### src/rtl/fp_mult_pipe.sv
`default_nettype none
// ============================================================================
//  Module      : fp_mult_pipe
//  Description : Parametrised 3-stage pipelined floating-point multiplier with
//                RNE/RTZ rounding, flush-to-zero subnormals, special-value
//                handling, exception flags and valid/ready flow control.
//  Revision    : 1.0 - initial release
// ============================================================================
module fp_mult_pipe #(
  parameter int EXP_W = 5,
  parameter int MAN_W = 10,
  localparam int W    = 1 + EXP_W + MAN_W
) (
  input  logic         clk,
  input  logic         rst,
  input  logic         in_valid,
  output logic         in_ready,
  input  logic [W-1:0] a,
  input  logic [W-1:0] b,
  input  logic         rnd_mode,
  output logic         out_valid,
  input  logic         out_ready,
  output logic [W-1:0] x,
  output logic [3:0]   flags
);

  // Internal exponent width leaves room for carry and negative (underflow) values.
  localparam int EW = EXP_W + 2;
  // Raw mantissa product width.
  localparam int PW = 2 * MAN_W + 2;

  localparam logic [EW-1:0]    BIAS_E    = EW'(2**(EXP_W-1) - 1);
  localparam logic [EW-1:0]    EXP_MAX_E = EW'(2**EXP_W - 1);
  localparam logic [EXP_W-1:0] EXP_ONES  = '1;
  localparam logic [W-1:0]     QNAN      = {1'b0, {EXP_W{1'b1}}, 1'b1, {(MAN_W-1){1'b0}}};

  // Reset: asserted asynchronously, released through two flops so every
  // pipeline register leaves reset on the same clean edge.
  logic rst_meta;
  logic rst_sync;

  // Reset synchroniser: async set, synchronous deassert.
  always_ff @(posedge clk or posedge rst) begin
    if (rst) begin
      rst_meta <= 1'b1;
      rst_sync <= 1'b1;
    end else begin
      rst_meta <= 1'b0;
      rst_sync <= rst_meta;
    end
  end

  // Whole pipeline advances together; bubbles are carried, not collapsed.
  logic adv;
  assign adv      = ~out_valid | out_ready;
  assign in_ready = adv & ~rst_sync;

  // ---------------------------------------------------------------- stage 1
  logic             sa, sb;
  logic [EXP_W-1:0] ea, eb;
  logic [MAN_W-1:0] ma, mb;
  logic             a_zero, b_zero, a_inf, b_inf, a_nan, b_nan;
  logic             sign_w;
  logic [EW-1:0]    exp_sum;
  logic [PW-1:0]    prod;
  logic             sp_w;
  logic [W-1:0]     sp_x_w;
  logic             sp_inv_w;

  assign sa = a[W-1];
  assign sb = b[W-1];
  assign ea = a[W-2:MAN_W];
  assign eb = b[W-2:MAN_W];
  assign ma = a[MAN_W-1:0];
  assign mb = b[MAN_W-1:0];

  // Zero exponent covers both true zero and flushed subnormals.
  assign a_zero = (ea == '0);
  assign b_zero = (eb == '0);
  assign a_inf  = (ea == EXP_ONES) && (ma == '0);
  assign b_inf  = (eb == EXP_ONES) && (mb == '0);
  assign a_nan  = (ea == EXP_ONES) && (ma != '0);
  assign b_nan  = (eb == EXP_ONES) && (mb != '0);

  assign sign_w  = sa ^ sb;
  assign exp_sum = EW'(ea) + EW'(eb) - BIAS_E;
  assign prod    = PW'({1'b1, ma}) * PW'({1'b1, mb});

  // Special-operand result selection in priority order.
  always_comb begin
    sp_w     = 1'b0;
    sp_x_w   = '0;
    sp_inv_w = 1'b0;
    if (a_nan || b_nan) begin
      sp_w   = 1'b1;
      sp_x_w = QNAN;
    end else if ((a_inf && b_zero) || (a_zero && b_inf)) begin
      sp_w     = 1'b1;
      sp_x_w   = QNAN;
      sp_inv_w = 1'b1;
    end else if (a_inf || b_inf) begin
      sp_w   = 1'b1;
      sp_x_w = {sign_w, EXP_ONES, {MAN_W{1'b0}}};
    end else if (a_zero || b_zero) begin
      sp_w   = 1'b1;
      sp_x_w = {sign_w, {(W-1){1'b0}}};
    end
  end

  logic          s1_valid, s1_rnd, s1_sign, s1_sp, s1_sp_inv;
  logic [EW-1:0] s1_exp;
  logic [PW-1:0] s1_prod;
  logic [W-1:0]  s1_sp_x;

  // Stage 1 register: unpacked operands, exponent sum and raw product.
  always_ff @(posedge clk or posedge rst_sync) begin
    if (rst_sync) begin
      s1_valid  <= 1'b0;
      s1_rnd    <= 1'b0;
      s1_sign   <= 1'b0;
      s1_sp     <= 1'b0;
      s1_sp_inv <= 1'b0;
      s1_exp    <= '0;
      s1_prod   <= '0;
      s1_sp_x   <= '0;
    end else if (adv) begin
      s1_valid  <= in_valid;
      s1_rnd    <= rnd_mode;
      s1_sign   <= sign_w;
      s1_sp     <= sp_w;
      s1_sp_inv <= sp_inv_w;
      s1_exp    <= exp_sum;
      s1_prod   <= prod;
      s1_sp_x   <= sp_x_w;
    end
  end

  // ---------------------------------------------------------------- stage 2
  logic [MAN_W:0] n_man;
  logic [EW-1:0]  n_exp;
  logic           n_g, n_r, n_s;

  // Product lies in [1,4): a set MSB means shift right by one and bump exponent.
  always_comb begin
    if (s1_prod[PW-1]) begin
      n_man = s1_prod[PW-1 -: MAN_W+1];
      n_g   = s1_prod[PW-MAN_W-2];
      n_r   = s1_prod[PW-MAN_W-3];
      n_s   = |s1_prod[PW-MAN_W-4:0];
      n_exp = s1_exp + EW'(1);
    end else begin
      n_man = s1_prod[PW-2 -: MAN_W+1];
      n_g   = s1_prod[PW-MAN_W-3];
      n_r   = s1_prod[PW-MAN_W-4];
      n_s   = |s1_prod[PW-MAN_W-5:0];
      n_exp = s1_exp;
    end
  end

  logic           s2_valid, s2_rnd, s2_sign, s2_sp, s2_sp_inv;
  logic           s2_g, s2_r, s2_s;
  logic [EW-1:0]  s2_exp;
  logic [MAN_W:0] s2_man;
  logic [W-1:0]   s2_sp_x;

  // Stage 2 register: normalised mantissa with guard/round/sticky.
  always_ff @(posedge clk or posedge rst_sync) begin
    if (rst_sync) begin
      s2_valid  <= 1'b0;
      s2_rnd    <= 1'b0;
      s2_sign   <= 1'b0;
      s2_sp     <= 1'b0;
      s2_sp_inv <= 1'b0;
      s2_g      <= 1'b0;
      s2_r      <= 1'b0;
      s2_s      <= 1'b0;
      s2_exp    <= '0;
      s2_man    <= '0;
      s2_sp_x   <= '0;
    end else if (adv) begin
      s2_valid  <= s1_valid;
      s2_rnd    <= s1_rnd;
      s2_sign   <= s1_sign;
      s2_sp     <= s1_sp;
      s2_sp_inv <= s1_sp_inv;
      s2_g      <= n_g;
      s2_r      <= n_r;
      s2_s      <= n_s;
      s2_exp    <= n_exp;
      s2_man    <= n_man;
      s2_sp_x   <= s1_sp_x;
    end
  end

  // ---------------------------------------------------------------- stage 3
  logic             round_up;
  logic [MAN_W+1:0] rounded;
  logic [EW-1:0]    r_exp;
  logic [MAN_W-1:0] r_frac;
  logic             inexact, ovf, unf;
  logic [W-1:0]     res_x;
  logic [3:0]       res_flags;

  assign round_up = ~s2_rnd & s2_g & (s2_r | s2_s | s2_man[0]);
  assign rounded  = {1'b0, s2_man} + (MAN_W+2)'(round_up);
  assign inexact  = s2_g | s2_r | s2_s;

  // Mantissa carry-out renormalises and may push the exponent into overflow.
  always_comb begin
    if (rounded[MAN_W+1]) begin
      r_exp  = s2_exp + EW'(1);
      r_frac = rounded[MAN_W:1];
    end else begin
      r_exp  = s2_exp;
      r_frac = rounded[MAN_W-1:0];
    end
  end

  assign ovf = ~r_exp[EW-1] && (r_exp >= EXP_MAX_E);
  assign unf = r_exp[EW-1] || (r_exp == '0);

  // Final result mux: specials, overflow, underflow, then normal.
  always_comb begin
    res_x     = {s2_sign, r_exp[EXP_W-1:0], r_frac};
    res_flags = {3'b000, inexact};
    if (s2_sp) begin
      res_x     = s2_sp_x;
      res_flags = {s2_sp_inv, 3'b000};
    end else if (ovf) begin
      if (s2_rnd)
        res_x = {s2_sign, {(EXP_W-1){1'b1}}, 1'b0, {MAN_W{1'b1}}};
      else
        res_x = {s2_sign, EXP_ONES, {MAN_W{1'b0}}};
      res_flags = 4'b0101;
    end else if (unf) begin
      res_x     = {s2_sign, {(W-1){1'b0}}};
      res_flags = 4'b0011;
    end
  end

  // Output register: holds x/flags/out_valid steady while downstream stalls.
  always_ff @(posedge clk or posedge rst_sync) begin
    if (rst_sync) begin
      out_valid <= 1'b0;
      x         <= '0;
      flags     <= '0;
    end else if (adv) begin
      out_valid <= s2_valid;
      if (s2_valid) begin
        x     <= res_x;
        flags <= res_flags;
      end
    end
  end

endmodule
`default_nettype wire

### config.mk
export PLATFORM = sky130hd
export DESIGN_NAME = fp_mult_pipe
export DESIGN_NICKNAME = d
export VERILOG_FILES = /design/src/rtl/fp_mult_pipe.sv
export SDC_FILE = /design/constraint.sdc
export NUM_CORES = 1
export LEC_CHECK = 0
export BUFFER_PORTS_ARGS = -buffer_cell sky130_fd_sc_hd__buf_2
export CAP_MARGIN = 10
export CORE_MARGIN = 2
export CORE_UTILIZATION = 25
export CTS_BUF_LIST = sky130_fd_sc_hd__clkbuf_2 sky130_fd_sc_hd__clkbuf_4 sky130_fd_sc_hd__clkbuf_8
export DETAILED_ROUTE_END_ITERATION = 10
export GPL_ROUTABILITY_DRIVEN = 0
export MAX_ROUTING_LAYER = met4
export PLACE_DENSITY_LB_ADDON = 0.05
export SLEW_MARGIN = 20
export SYNTH_ARGS = -nofsm -noshare
export SYNTH_HDL_FRONTEND = slang
export SYNTH_SLANG_ARGS = --single-unit
### constraint.sdc
create_clock -name clk -period 4 [get_ports clk]
set_input_delay 0 -clock clk [delete_from_list [all_inputs] [get_ports clk]]
set_output_delay 0 -clock clk [all_outputs]
set_load 0.05 [all_outputs]
==> results.txt <==
Num rows - 67
Worst path cell trace - buf_12 -> buf_4 -> and2_1 -> fa_1 -> fa_1 -> fa_1 -> fa_1 -> inv_1 -> fa_1 -> inv_2 -> ha_4 -> nand2_2 -> a211oi_4 -> o211ai_1 -> a211o_1 -> and3_1
WL final - 23700 um
# diodes - 0
H-Tree Level Count - 3
Reg clk slew, reported paths - 90 ps
Post-route DRC - 0
Final Critical Period - 3950 ps
Crit share post-route - 98.8%
Post-DP HPWL - 19600 um
Critical Path Sink Type - flip-flop
Max Cap Viol - 0
Worst vdd ir - 0.306 mV
NetSw - 3.61 mW
Total number of vias - 6655
CP Buf/Inv Count - 4
Cells after Synth - 962
Crit path to - s1_prod[21]
Gr ovfl total - 0
Initial antenna violation count - 0
Routed Antenna Nets - 0
Outcome - finished clean
Share of cells above drive strength 1 - 22.6%
First-pass detailed-route iteration total - 4
Die Y - 188 um
Static leakage - 5.16 nW
CP Launch Point - a[6]
Clock Power Share - 9.9%
Cell Int Power - 4.32 mW
Final Max Tran Viols - 0
CP dominant cell by count - fa_1
Worst R2R End - flags[0]
Reg2reg start - s2_rnd
Sequential power share - 21.0%
Post-synthesis sequential area ratio - 26.4%
Num CTS Buffers - 9
Power per cell area - 747 nW/um^2
Initial Util - 25.3%
Worst Path Required - 4270 ps
R2R Setup Slk - 1250 ps
Clock Path Buffers - 2
Final-stage net count - 1288
Placed cell area - 10000 um^2
Final Power - 7.93 mW
Worst Hold Depth - 3
Critical path's slowest cell - fa_1
Horiz. Die Dim - 188 um
Most frequent cells in the layout - nand2_1, inv_1, buf_4
Fin Clk Skew - 12.0 ps
Critical path class - input pin to flip-flop
Mapped Area - 8460 um^2
CP delay by family, top - adder cells
Asr flop ratio synth - 100%
Hold path start - a[12]
CTS tree - yes
Wire per inst - 15.3 um
Setup TNS - 0 ps
Most common cell after layout, fill and taps aside - nand2_1
RSZ-0062 raised after global routing - true
Area growth from synthesis to layout - 25.5%
Synth Net Count - 1151
F_max - 253 MHz
Max stage delay on crit path - 540 ps
Synth warn - 0
Core Area - 33400 um^2
Unique masters post-synth - 68
Port Buffer Count - 58
First-pass GRT wire length - 39000 um
Combinational power share - 69.1%
Clk sinks - 89
Slew @ Worst Pin - 795 ps
1st-iter DRT viols - 228
Hold Fails Final Rpt - 0
Hold Path Class - input pin to flip-flop
Largest net degree at the start of global routing - 61
Vias per cell - 4.29
Switching share of power - 45.5%
FF+latch count, synth - 89
IO Count - 59
Worst Setup Start Kind - input pin
Worst hold slack - 17.8 ps
Worst reg2reg path depth - 8
Total track usage - 14.4%
# setup viols final - 0
Clock Latency Late Sink - 380 ps
Final Cell Area - 10600 um^2
Number of enable flip-flop cells after synthesis - 0
Root Driver - clkbuf_8
Vias in the first global route - 7088
Rel. slew slack - 47.0%
Syn_area_per_cell - 8.79 um^2
Arr. time, crit path - 4220 ps
Die area - 35300 um^2
Crit path max fanout - 6
Critical Path Stages - 16
Synth Flop Type - dfrtp_1
[cell usage after synthesis, types with 5 or more instances]
cell | count | area, um^2
nand2_1 | 169 | 634
inv_1 | 124 | 465
dfrtp_1 | 87 | 2180
fa_1 | 81 | 1620
ha_1 | 71 | 888
nor2_1 | 66 | 248
o21ai_0 | 50 | 250
clkbuf_1 | 37 | 139
and2_1 | 32 | 200
a21oi_1 | 31 | 155
mux2i_1 | 17 | 170
xnor2_1 | 17 | 149
xor2_1 | 17 | 149
nand3_1 | 16 | 80.1
a31oi_1 | 13 | 81.3
a21o_1 | 10 | 75.1
nand4_1 | 10 | 62.6
nand2b_1 | 9 | 56.3
and3_1 | 7 | 43.8
nor3_1 | 7 | 35.0
nor4_1 | 7 | 43.8
nor2b_1 | 6 | 37.5
o21a_1 | 6 | 45.0
o21ai_1 | 5 | 25.0
[cell type report]
type	instances	area (um^2)
Inverter	125	484
Sequential cell	89	2230
Timing Repair Buffer	168	1290
Clock buffer	11	145
Multi-Input combinational cell	706	5800
Tap cell	448	561
Fill cell	3619	22800
Clock inverter	5	103
[repair_timing]
| action | 4_1_cts | 5_1_grt |
|---|---|---|
| endpoints found under the hold margin | 7 | 0 |
| setup endpoints to repair | 6 | 8 |
| pin swaps | 12 | 20 |
| setup buffers | 0 | 6 |
| gates resized for setup | 20 | 62 |
| gates cloned | 0 | 0 |
| hold buffers | 7 | 0 |
[worst min-delay path by stage]
stage               slack [ps]          end
floorplan                  -90     rst_meta
global placement            20     rst_meta
detailed placement          20     rst_sync
CTS                        0.7  s1_sp_x[14]
global route                50  s1_sp_x[14]
finish                      20  s1_sp_x[14]
[cell families after synthesis]
group           share of synthesized area (%)
compound gates                           11.0
fa+ha+maj                                29.7
mux                                      2.41
other cells                            0.0443
flops                                    26.4
xor+xnor                                 3.52
simple gates                             19.4
buf+inv                                  7.56
[worst reg2reg max path: stages, from the launching register on]
cell and delay (ps):
dfrtp_1 420, and4b_4 390, nand4_2 100, buf_4 210
nor4_2 370, xnor2_1 350, nand3_2 270, o41ai_1 420
nand2_1 90
[stage by stage]
stage          setup WS (ps)  utilization [%]  instances
3_5_place_dp            -553             29.9       1523
3_3_place_gp            -557             29.9       1523
2_1_floorplan           -163                -        962
4_1_cts                -8.65             31.0       1546
5_1_grt                -62.9             31.7       1552
6_report                47.7             31.7       1552
[state kept, by name, indices dropped and copies added (netlist names)]
register   count
flags          4
s2_rnd         1
out_valid      1
s1_valid       1
s2_s           1
s1_sp_x        3
s1_sign        1
s1_exp         7
s2_sp_inv      1
s1_sp_inv      1
rst_meta       1
x             16
rst_sync       1
s2_man        11
s1_rnd         1
s2_sp          1
s2_exp         7
s2_r           1
s2_valid       1
s1_prod       22
s1_sp          1
s2_sp_x        3
s2_sign        1
s2_g           1
[power groups by stage]
stage	clock network [mW]	logic [mW]	registers (mW)
after CTS	0.811	5.39	1.68
after global routing	0.841	6.23	1.74
after floorplan	0	3.40	1.84
final	0.781	5.48	1.66
after detailed placement	0	5.25	1.70
after global placement	0	5.28	1.69
[per-layer routing]
layer	vias to the layer above	global-route usage, %	routed length, um
met5	-	-	0
met4	0	3.94	329
met3	17	1.07	380
met2	70	24.4	11700
met1	3157	18.5	11300
li1	3411	-	-
No activity file was read; power rests on OpenSTA's default activity.
